### src/rtl/mem_arbiter.sv
// mem_arbiter: round-robin arbiter sharing the data-memory port between the CPU (C) and the loader (L).
// Each access runs IDLE (capture) -> BUSY (memory access) -> DONE (ack), so one access per 3 cycles.
module mem_arbiter #(
  parameter int N = 64
) (
  input  logic         clk,
  input  logic         reset,
  input  logic         c_req,
  input  logic [1:0]   c_memwrite,
  input  logic         c_dword,
  input  logic [N-1:0] c_adr,
  input  logic [N-1:0] c_wdata,
  output logic         c_ack,
  output logic [N-1:0] c_rdata,
  output logic         c_err,
  output logic         c_stall,
  input  logic         l_req,
  input  logic [1:0]   l_memwrite,
  input  logic         l_dword,
  input  logic [N-1:0] l_adr,
  input  logic [N-1:0] l_wdata,
  output logic         l_ack,
  output logic [N-1:0] l_rdata,
  output logic         l_err,
  input  logic         l_lock,
  output logic [1:0]   m_memwrite,
  output logic         m_dword,
  output logic [N-1:0] m_dataadr,
  output logic [N-1:0] m_writedata,
  input  logic [N-1:0] m_readdata,
  output logic         owner
);
  typedef enum logic [1:0] {IDLE, BUSY, DONE} state_t;
  state_t state_q, state_d;
  logic owner_q, owner_d, err_q, err_d;
  logic [1:0] m_memwrite_q, m_memwrite_d;
  logic m_dword_q, m_dword_d;
  logic [N-1:0] m_dataadr_q, m_dataadr_d, m_writedata_q, m_writedata_d;
  logic c_ack_q, c_ack_d, l_ack_q, l_ack_d, c_err_q, c_err_d, l_err_q, l_err_d;
  logic [N-1:0] c_rdata_q, c_rdata_d, l_rdata_q, l_rdata_d;
  logic sel_l, sel_dw, is_dw, is_w, bad, rd_ok;
  logic [1:0] sel_mw;
  logic [N-1:0] sel_adr;
  always_comb begin
    // on a tie L wins unless it was the last owner, or it is locked in
    sel_l = l_req & (~c_req | ~owner_q | l_lock);
    sel_mw = sel_l ? l_memwrite : c_memwrite;
    sel_dw = sel_l ? l_dword : c_dword;
    sel_adr = sel_l ? l_adr : c_adr;
    is_dw = (sel_mw == 2'd3) | (sel_mw == 2'd0 & sel_dw);
    is_w = (sel_mw == 2'd1) | (sel_mw == 2'd0 & ~sel_dw);
    bad = is_dw ? |sel_adr[2:0] : is_w & |sel_adr[1:0];
    rd_ok = (m_memwrite_q == 2'd0) & ~err_q;
    state_d = state_q;
    owner_d = owner_q;
    err_d = err_q;
    m_memwrite_d = m_memwrite_q;
    m_dword_d = m_dword_q;
    m_dataadr_d = m_dataadr_q;
    m_writedata_d = m_writedata_q;
    c_ack_d = 1'b0;
    l_ack_d = 1'b0;
    c_err_d = 1'b0;
    l_err_d = 1'b0;
    c_rdata_d = c_rdata_q;
    l_rdata_d = l_rdata_q;
    unique case (state_q)
      IDLE: begin
        m_memwrite_d = 2'd0;
        if (c_req | l_req) begin
          state_d = BUSY;
          owner_d = sel_l;
          err_d = bad;
          m_memwrite_d = bad ? 2'd0 : sel_mw;
          m_dword_d = sel_dw;
          m_dataadr_d = sel_adr;
          m_writedata_d = sel_l ? l_wdata : c_wdata;
        end
      end
      BUSY: begin
        state_d = DONE;
        m_memwrite_d = 2'd0;
        c_ack_d = ~owner_q;
        l_ack_d = owner_q;
        c_err_d = ~owner_q & err_q;
        l_err_d = owner_q & err_q;
        c_rdata_d = (~owner_q & rd_ok) ? m_readdata : c_rdata_q;
        l_rdata_d = (owner_q & rd_ok) ? m_readdata : l_rdata_q;
      end
      default: state_d = IDLE;
    endcase
  end
  always_ff @(posedge clk or negedge reset) begin
    if (!reset) begin
      state_q <= IDLE;
      owner_q <= 1'b1;
      err_q <= 1'b0;
      m_memwrite_q <= 2'd0;
      m_dword_q <= 1'b0;
      m_dataadr_q <= '0;
      m_writedata_q <= '0;
      c_ack_q <= 1'b0;
      l_ack_q <= 1'b0;
      c_err_q <= 1'b0;
      l_err_q <= 1'b0;
      c_rdata_q <= '0;
      l_rdata_q <= '0;
    end else begin
      state_q <= state_d;
      owner_q <= owner_d;
      err_q <= err_d;
      m_memwrite_q <= m_memwrite_d;
      m_dword_q <= m_dword_d;
      m_dataadr_q <= m_dataadr_d;
      m_writedata_q <= m_writedata_d;
      c_ack_q <= c_ack_d;
      l_ack_q <= l_ack_d;
      c_err_q <= c_err_d;
      l_err_q <= l_err_d;
      c_rdata_q <= c_rdata_d;
      l_rdata_q <= l_rdata_d;
    end
  end
  assign c_ack = c_ack_q;
  assign l_ack = l_ack_q;
  assign c_err = c_err_q;
  assign l_err = l_err_q;
  assign c_rdata = c_rdata_q;
  assign l_rdata = l_rdata_q;
  assign c_stall = c_req & ~c_ack_q;
  assign m_memwrite = m_memwrite_q;
  assign m_dword = m_dword_q;
  assign m_dataadr = m_dataadr_q;
  assign m_writedata = m_writedata_q;
  assign owner = owner_q;
endmodule

### config.mk
export PLATFORM = sky130hd
export DESIGN_NAME = mem_arbiter
export DESIGN_NICKNAME = d
export VERILOG_FILES = /design/src/rtl/mem_arbiter.sv
export SDC_FILE = /design/constraint.sdc
export NUM_CORES = 1
export LEC_CHECK = 0
export CAP_MARGIN = 30
export CORE_AREA = 2 2 234 236
export DETAILED_ROUTE_END_ITERATION = 10
export DIE_AREA = 0 0 236 238
export GPL_TIMING_DRIVEN = 0
export PLACE_DENSITY = 0.52
export SLEW_MARGIN = 20
export SYNTH_ARGS = -nofsm -noshare
export SYNTH_HDL_FRONTEND = slang
export SYNTH_SLANG_ARGS = --single-unit
### constraint.sdc
create_clock -name clk -period 3.41 [get_ports clk]
set_input_delay 0.682 -clock clk [delete_from_list [all_inputs] [get_ports clk]]
set_output_delay 0.682 -clock clk [all_outputs]
set_load 0.05 [all_outputs]
==> results by group, run 1 <==
Outcome
  – Status: complete, no violations

Setup path
  – Slowest stage delay, CP: 810 ps
  – Cells traversed along the worst timing path: clkdlybuf4s50_1 -> nor2b_1 -> clkdlybuf4s50_1
  – Setup CP Type: input port to output port
  – Worst Path Buf+Inv: 2
  – Crit path from: c_req
  – Reg-to-reg startpoint: owner$_DFFE_PN1P_
  – Top cell by count, worst path: clkdlybuf4s50_1
  – Worst R2R Setup Slack: 1280 ps
  – Critical path arrival: 2140 ps
  – WP data required: 2730 ps
  – Reg2reg end: m_writedata[43]$_DFFE_PN0P_
  – CP Launch Type: input port
  – Crit-path leading delay family: buffers and inverters
  – Critical path capture point type: output port
  – Worst path slowest cell: clkdlybuf4s50_1
  – CP max FO: 3
  – R2R depth: 7

Placed design
  – IO buf count: 595
  – DP Cell Count: 2174
  – Routability congestion estimate: 0.8288
  – Post-DP HPWL: 34860 um

Synthesis
  – YS warnings: 0
  – Most used DFF post-synth: dfrtp_1
  – Syn nets: 1211
  – Unique masters post-synth: 32
  – Register area share after synthesis: 0.5956
  – Synthesized flop and latch total: 267
  – Avg Synthesized Cell Area: 12.75 sq um
  – Mapped Area: 11220 sq um
  – Synth Instances: 880
  – Post-synth EDFFs: 0
  – Post-synth ARST share: 1.000

GRT
  – Vias in the first global route: 9918
  – Total gr overflow: 0
  – Initial antenna violation count: 2
  – Total track usage: 0.1544
  – Global-route wire length before repair: 65060 um
  – Largest net degree at the start of global routing: 80

STA
  – Fmax: 0.3546 GHz
  – Hold WS: 51.29 ps
  – Setup TNS: 0 ps
  – Final hold violation count: 0
  – Setup violations, final: 0
  – Tmin final: 2820 ps
  – Worst-Margin Slew: 701.6 ps
  – Worst relative slew slack: 0.5308
  – Clock skew: 12.47 ps
  – Final max-slew violation count: 0
  – Unrepaired setup endpoints after global routing: no
  – Crit share post-route: 0.8271

Hold path
  – Hold Path Class: input port to asynchronous set/reset pin

Power
  – Switching part of the total: 0.4858
  – Combinational Power Share: 0.580
  – Pwr dens: 1133 nW/um^2
  – NetSw: 10.58 mW
  – Internal: 11.20 mW
  – Clock power share: 0.163
  – Sequential share of power: 0.258
  – P_leak: 8.107 nW
  – Max rail drop VDD: 799.3 uV

Floorplan
  – # rows: 85
  – Chip width: 236 um
  – I/O pin total: 596
  – Die Y: 238 um
  – Die area: 56170 sq um
  – Core Region: 53500 sq um
  – Initial Util: 0.2097

Clock network
  – Cts hold-fix bufs: 0
  – Postcts setup bufs: 0
  – Clk sinks: 267
  – Inserted Clock Buffers: 34
  – Worst-Skew Late Latency: 530 ps
  – CTS tree: done
  – Clock-pin slew on the worst setup and hold paths: 50 ps
  – Root buf cell: clkbuf_16
  – H-tree Lvls: 2
  – Post-CTS sizing: 0
  – CTS max path bufs: 3

Final layout
  – Area growth from synthesis to layout: 71.42%
  – Footprint of the multi-input gates: 4119 sq um
  – Layout fillers: 5365
  – Non-filler cells, final: 2234
  – Commonest non-fill, non-tap cells in the layout: clkdlybuf4s50_1, dfrtp_1, nor2_1
  – Commonest non-fill, non-tap cell in the layout: clkdlybuf4s50_1
  – Layout cells sized above 1: 0.1392
  – Nets: 1845
  – Reg area: 6683 sq um

Drt
  – Starting DRC count in detailed routing: 277
  – Post-route ant nets: 0
  – Vias per std cell: 4.146
  – Drc violations: 0
  – Vias: 9262
  – Wire per inst: 19.88 um
  – Drt total wl: 44410 um
  – Detailed Routing Iterations Pass 1: 4

Run
  – Max-Cap Viols: 0
[worst reg2reg max path: stages, from the launching register on]
cell	delay, ps
dfstp_2	580
nand2_1	60
o21ai_1	130
buf_4	270
buf_6	230
buf_6	210
mux2i_1	370
a21oi_1	140
[logic make-up after synthesis]
logic type             count (synthesis)  synth area share
AO/OA/AOI/OAI                        140           0.06424
buffers and inverters                 59           0.03725
flip-flops                           267            0.5956
multiplexers                         260            0.2462
AND/OR/NAND/NOR                      154           0.05665
[Yosys cell counts (4+ instances only)]
cell	number	area share
mux2i_1	132	0.12
buf_6	18	0.018
clkbuf_1	10	0.0033
buf_2	17	0.0076
mux2_2	109	0.11
nor2_1	134	0.045
clkbuf_4	7	0.0047
nand2_1	4	0.0013
nor3_1	4	0.0018
a21oi_1	129	0.058
mux2_1	19	0.019
dfrtp_1	266	0.59
[cell type report]
| cell class | count | area share |
|---|---|---|
| multi-input combinational | 554 | 0.2142 |
| clock buffer | 53 | 0.05315 |
| inverter | 3 | 0.0005855 |
| timing repair buffer | 598 | 0.3142 |
| buffer | 56 | 0.02114 |
| tap | 696 | 0.04528 |
| sequential | 267 | 0.3475 |
| clock inverter | 6 | 0.003838 |
| antenna | 1 | 0.0001301 |
[per-stage QoR]
stage	total power, mW	utilization	setup slack, ps	cell area (sq um)
floorplan	13.47	-	1339	11220
global placement	18.32	0.3373	-10620	18050
detailed placement	18.42	0.3390	565.6	18130
CTS	22.10	0.3595	577.9	19230
global route	22.79	0.3595	551.9	19230
finish	21.78	0.3595	589.6	19230
[per-layer routing]
| metal | track usage | vias up | wire (um) | part of all wire |
|---|---|---|---|---|
| met5 | 0 | - | 13 | 0.00029 |
| met4 | 0.04439 | 2 | 1022 | 0.023 |
| met3 | 0.03679 | 55 | 2641 | 0.059 |
| met2 | 0.2751 | 296 | 22940 | 0.52 |
| met1 | 0.1846 | 4563 | 17780 | 0.40 |
| li1 | - | 4346 | - | - |
[power groups by stage]
stage	Combinational [mW]	Sequential (mW)	Clock, mW
6_report	12.6	5.61	3.54
5_1_grt	13.2	5.82	3.82
4_1_cts	12.8	5.62	3.68
3_5_place_dp	12.8	5.66	0
3_3_place_gp	12.7	5.61	0
2_1_floorplan	2.41	11.1	0
[state kept, by name (all words and copies together) (netlist names)]
register     cells
c_rdata         64
m_writedata     64
state_q          2
m_memwrite       2
m_dataadr       64
m_dword          1
l_err            1
owner            1
l_rdata         64
c_err            1
l_ack            1
c_ack            1
err_q            1
[worst max path at each step]
stage | endpoint | slack (ps) | cells past startpoint
floorplan | c_stall | 1340 | 1
global placement | m_dataadr[46]$_DFFE_PN0P_ | -10620 | 1
detailed placement | m_writedata[20]$_DFFE_PN0P_ | 570 | 6
CTS | c_stall | 580 | 3
global route | c_stall | 550 | 3
finish | c_stall | 590 | 3
No activity file was read; power rests on OpenSTA's default activity.
==> run 2: changes to the inputs <==
--- a/config.mk
+++ b/config.mk
@@ -10,7 +10,7 @@
 export DETAILED_ROUTE_END_ITERATION = 10
 export DIE_AREA = 0 0 236 238
 export GPL_TIMING_DRIVEN = 0
-export PLACE_DENSITY = 0.52
+export PLACE_DENSITY = 0.54
 export SLEW_MARGIN = 20
 export SYNTH_ARGS = -nofsm -noshare
 export SYNTH_HDL_FRONTEND = slang
==> constraint.sdc (replaced) <==
create_clock -name clk -period 2.46 [get_ports clk]
set_input_delay 0.492 -clock clk [delete_from_list [all_inputs] [get_ports clk]]
set_output_delay 0.492 -clock clk [all_outputs]
set_load 0.05 [all_outputs]
==> run 2 against run 1 <==
  * Clock power up 32%
  * Cell count is essentially flat
  * Critical path depth down 2
  * Sequential cell count stayed put
  * Setup slack worse by 450 ps
  * First-iteration DRC count shrank 1.8%
  * Wire length is 0.35% higher
  * Critical path type is now register to output port
  * Critical endpoint is now m_memwrite[1]
==> results by group, run 2 (synthesized netlist as in run 1, its figures left out) <==
Clock network
  – Worst-Skew Late Latency: 530 ps (about the same)
  – CTS max path bufs: 3 (unchanged)
  – Clk sinks: 267 (unchanged)
  – Root buf cell: clkbuf_16
  – H-tree Lvls: 2 (unchanged)
  – CTS tree: done
  – Inserted Clock Buffers: 34 (unchanged)
  – Clock-pin slew on the worst setup and hold paths: 60 ps (about the same)

Final layout
  – Layout cells sized above 1: 0.1372 (-0.002041)
  – Post-route design area: 19170 sq um (-0.31%)
  – Area growth from synthesis to layout: 70.89%
  – Commonest non-fill, non-tap cells in the layout: clkdlybuf4s50_1, dfrtp_1, nor2_1
  – Nets: 1846 (+0.054%)
  – Commonest non-fill, non-tap cell in the layout: clkdlybuf4s50_1

Drt
  – Post-route ant nets: 0 (unchanged)
  – Vias: 9233 (-0.31%)
  – Drc violations: 0 (unchanged)
  – Starting DRC count in detailed routing: 272 (-1.8%)
  – Drt total wl: 44560 um (+0.35%)
  – Vias per std cell: 4.129 (-0.40%)
  – Detailed Routing Iterations Pass 1: 4 (unchanged)
  – Wire per inst: 19.93 um (+0.26%)

Setup path
  – Critical path capture point type: output port
  – Crit-path leading delay family: buffers and inverters
  – CP Launch Type: register
  – R2R depth: 7 (unchanged)
  – Worst R2R Setup Slack: 260 ps (-1020 ps)
  – CP max FO: 3 (unchanged)
  – Reg2reg end: m_writedata[29]$_DFFE_PN0P_
  – Setup CP Type: register to output port
  – WP data required: 1970 ps (-760 ps)
  – Slowest stage delay, CP: 870 ps (+60 ps)
  – Reg-to-reg startpoint: owner$_DFFE_PN1P_
  – Cells traversed along the worst timing path: clkdlybuf4s50_1
  – WP depth: 1 (-2)
  – Worst path slowest cell: clkdlybuf4s50_1
  – Critical path arrival: 1820 ps (-320 ps)
  – Worst Path Buf+Inv: 1 (-1)

STA
  – Worst-Margin Slew: 713.2 ps (+11.61 ps)
  – Hold WS: 443.2 ps (+392.0 ps)
  – Unrepaired setup endpoints after global routing: no
  – Final hold violation count: 0 (unchanged)
  – Clock skew: 16.87 ps (+4.396 ps)
  – Worst relative slew slack: 0.5245 (-0.006274)
  – Setup TNS: 0 ps (unchanged)
  – Tmin final: 2317 ps
  – Final max-slew violation count: 0 (unchanged)
  – Crit share post-route: 0.9418
  – Setup violations, final: 0 (unchanged)
  – Fmax: 0.4316 GHz

Placed design
  – IO buf count: 595 (unchanged)
  – Post-DP Area: 18130 sq um (unchanged)
  – Routability congestion estimate: 0.8750 (+5.6%)
  – Post-DP HPWL: 34710 um (-0.41%)

Power
  – P_leak: 8.060 nW (-0.58%)
  – Pwr dens: 1565 nW/um^2 (+38%)
  – Max rail drop VDD: 835.7 uV (+4.6%)

Floorplan
  – Die area: 56170 sq um (unchanged)
  – I/O pin total: 596 (unchanged)
  – Die Y: 238 um (unchanged)
  – Initial Util: 0.2097 (unchanged)
  – Chip width: 236 um (unchanged)
  – # rows: 85 (unchanged)
  – Core Region: 53500 sq um (unchanged)

GRT
  – Initial antenna violation count: 1 (-1)
  – Total gr overflow: 0 (unchanged)
  – Vias in the first global route: 10003 (+0.86%)
  – Largest net degree at the start of global routing: 81 (+1.3%)
  – Total track usage: 0.1549 (+0.0005339)
  – Global-route wire length before repair: 65130 um (+0.11%)

Hold path
  – Hold Path Class: input port to asynchronous set/reset pin

Outcome
  – Status: complete, no violations

Run
  – Max-Cap Viols: 0 (unchanged)
[run 2: worst max path at each step]
stage                                         start                     endpoint  slack [ps]
after floorplan                     c_ack$_DFF_PN0_                      c_stall         650
after global placement                        reset    m_dataadr[36]$_DFFE_PN0P_      -11110
after detailed placement                      c_req  m_writedata[29]$_DFFE_PN0P_        -530
after CTS                         owner$_DFFE_PN1P_  m_writedata[29]$_DFFE_PN0P_          20
after global routing      m_memwrite[1]$_DFFE_PN0P_                m_memwrite[1]          60
final                     m_memwrite[1]$_DFFE_PN0P_                m_memwrite[1]         140
[run 2: layer usage]
metal | GRT usage | routed length [um] | vias to the layer above
met5 | 0 | 0 | -
met4 | 0.05443 | 1313 | 0
met3 | 0.03494 | 2675 | 75
met2 | 0.2748 | 22720 | 305
met1 | 0.1838 | 17850 | 4522
li1 | - | - | 4331
[run 2: what timing repair did]
action                                  4_1_cts  5_1_grt
endpoints found under the setup margin        2        2
gates resized for setup                       2        2
setup buffers                                 0        0
endpoints found under the hold margin        32        0
hold buffers                                  1        0
[run 2: cell type report]
class,instances,area (sq um)
fill,5371,34320
sequential,267,6683
timing repair buffer,599,6051
multi-input combinational,554,4126
clock buffer,49,917.1
tap,696,870.8
buffer,56,406.6
clock inverter,10,102.6
inverter,3,11.26
antenna,2,5.005
[run 2: report_power, final]
part	switching, mW	total, mW	internal [mW]
combinational	11.6	17.5	5.95
sequential	1.19	7.80	6.61
clock	1.97	4.68	2.71
total	14.7	30.0	15.3
[run 2: per-stage QoR]
stage                       util  instances  power, mW  setup slack [ps]
after floorplan                -        880      18.67             650.2
after global placement    0.3373       2171      25.43            -11110
after detailed placement  0.3390       2174      25.59            -528.2
after CTS                 0.3582       2234      30.44             19.11
after global routing      0.3584       2235      31.41             57.90
final                     0.3584       2236      30.00             143.3
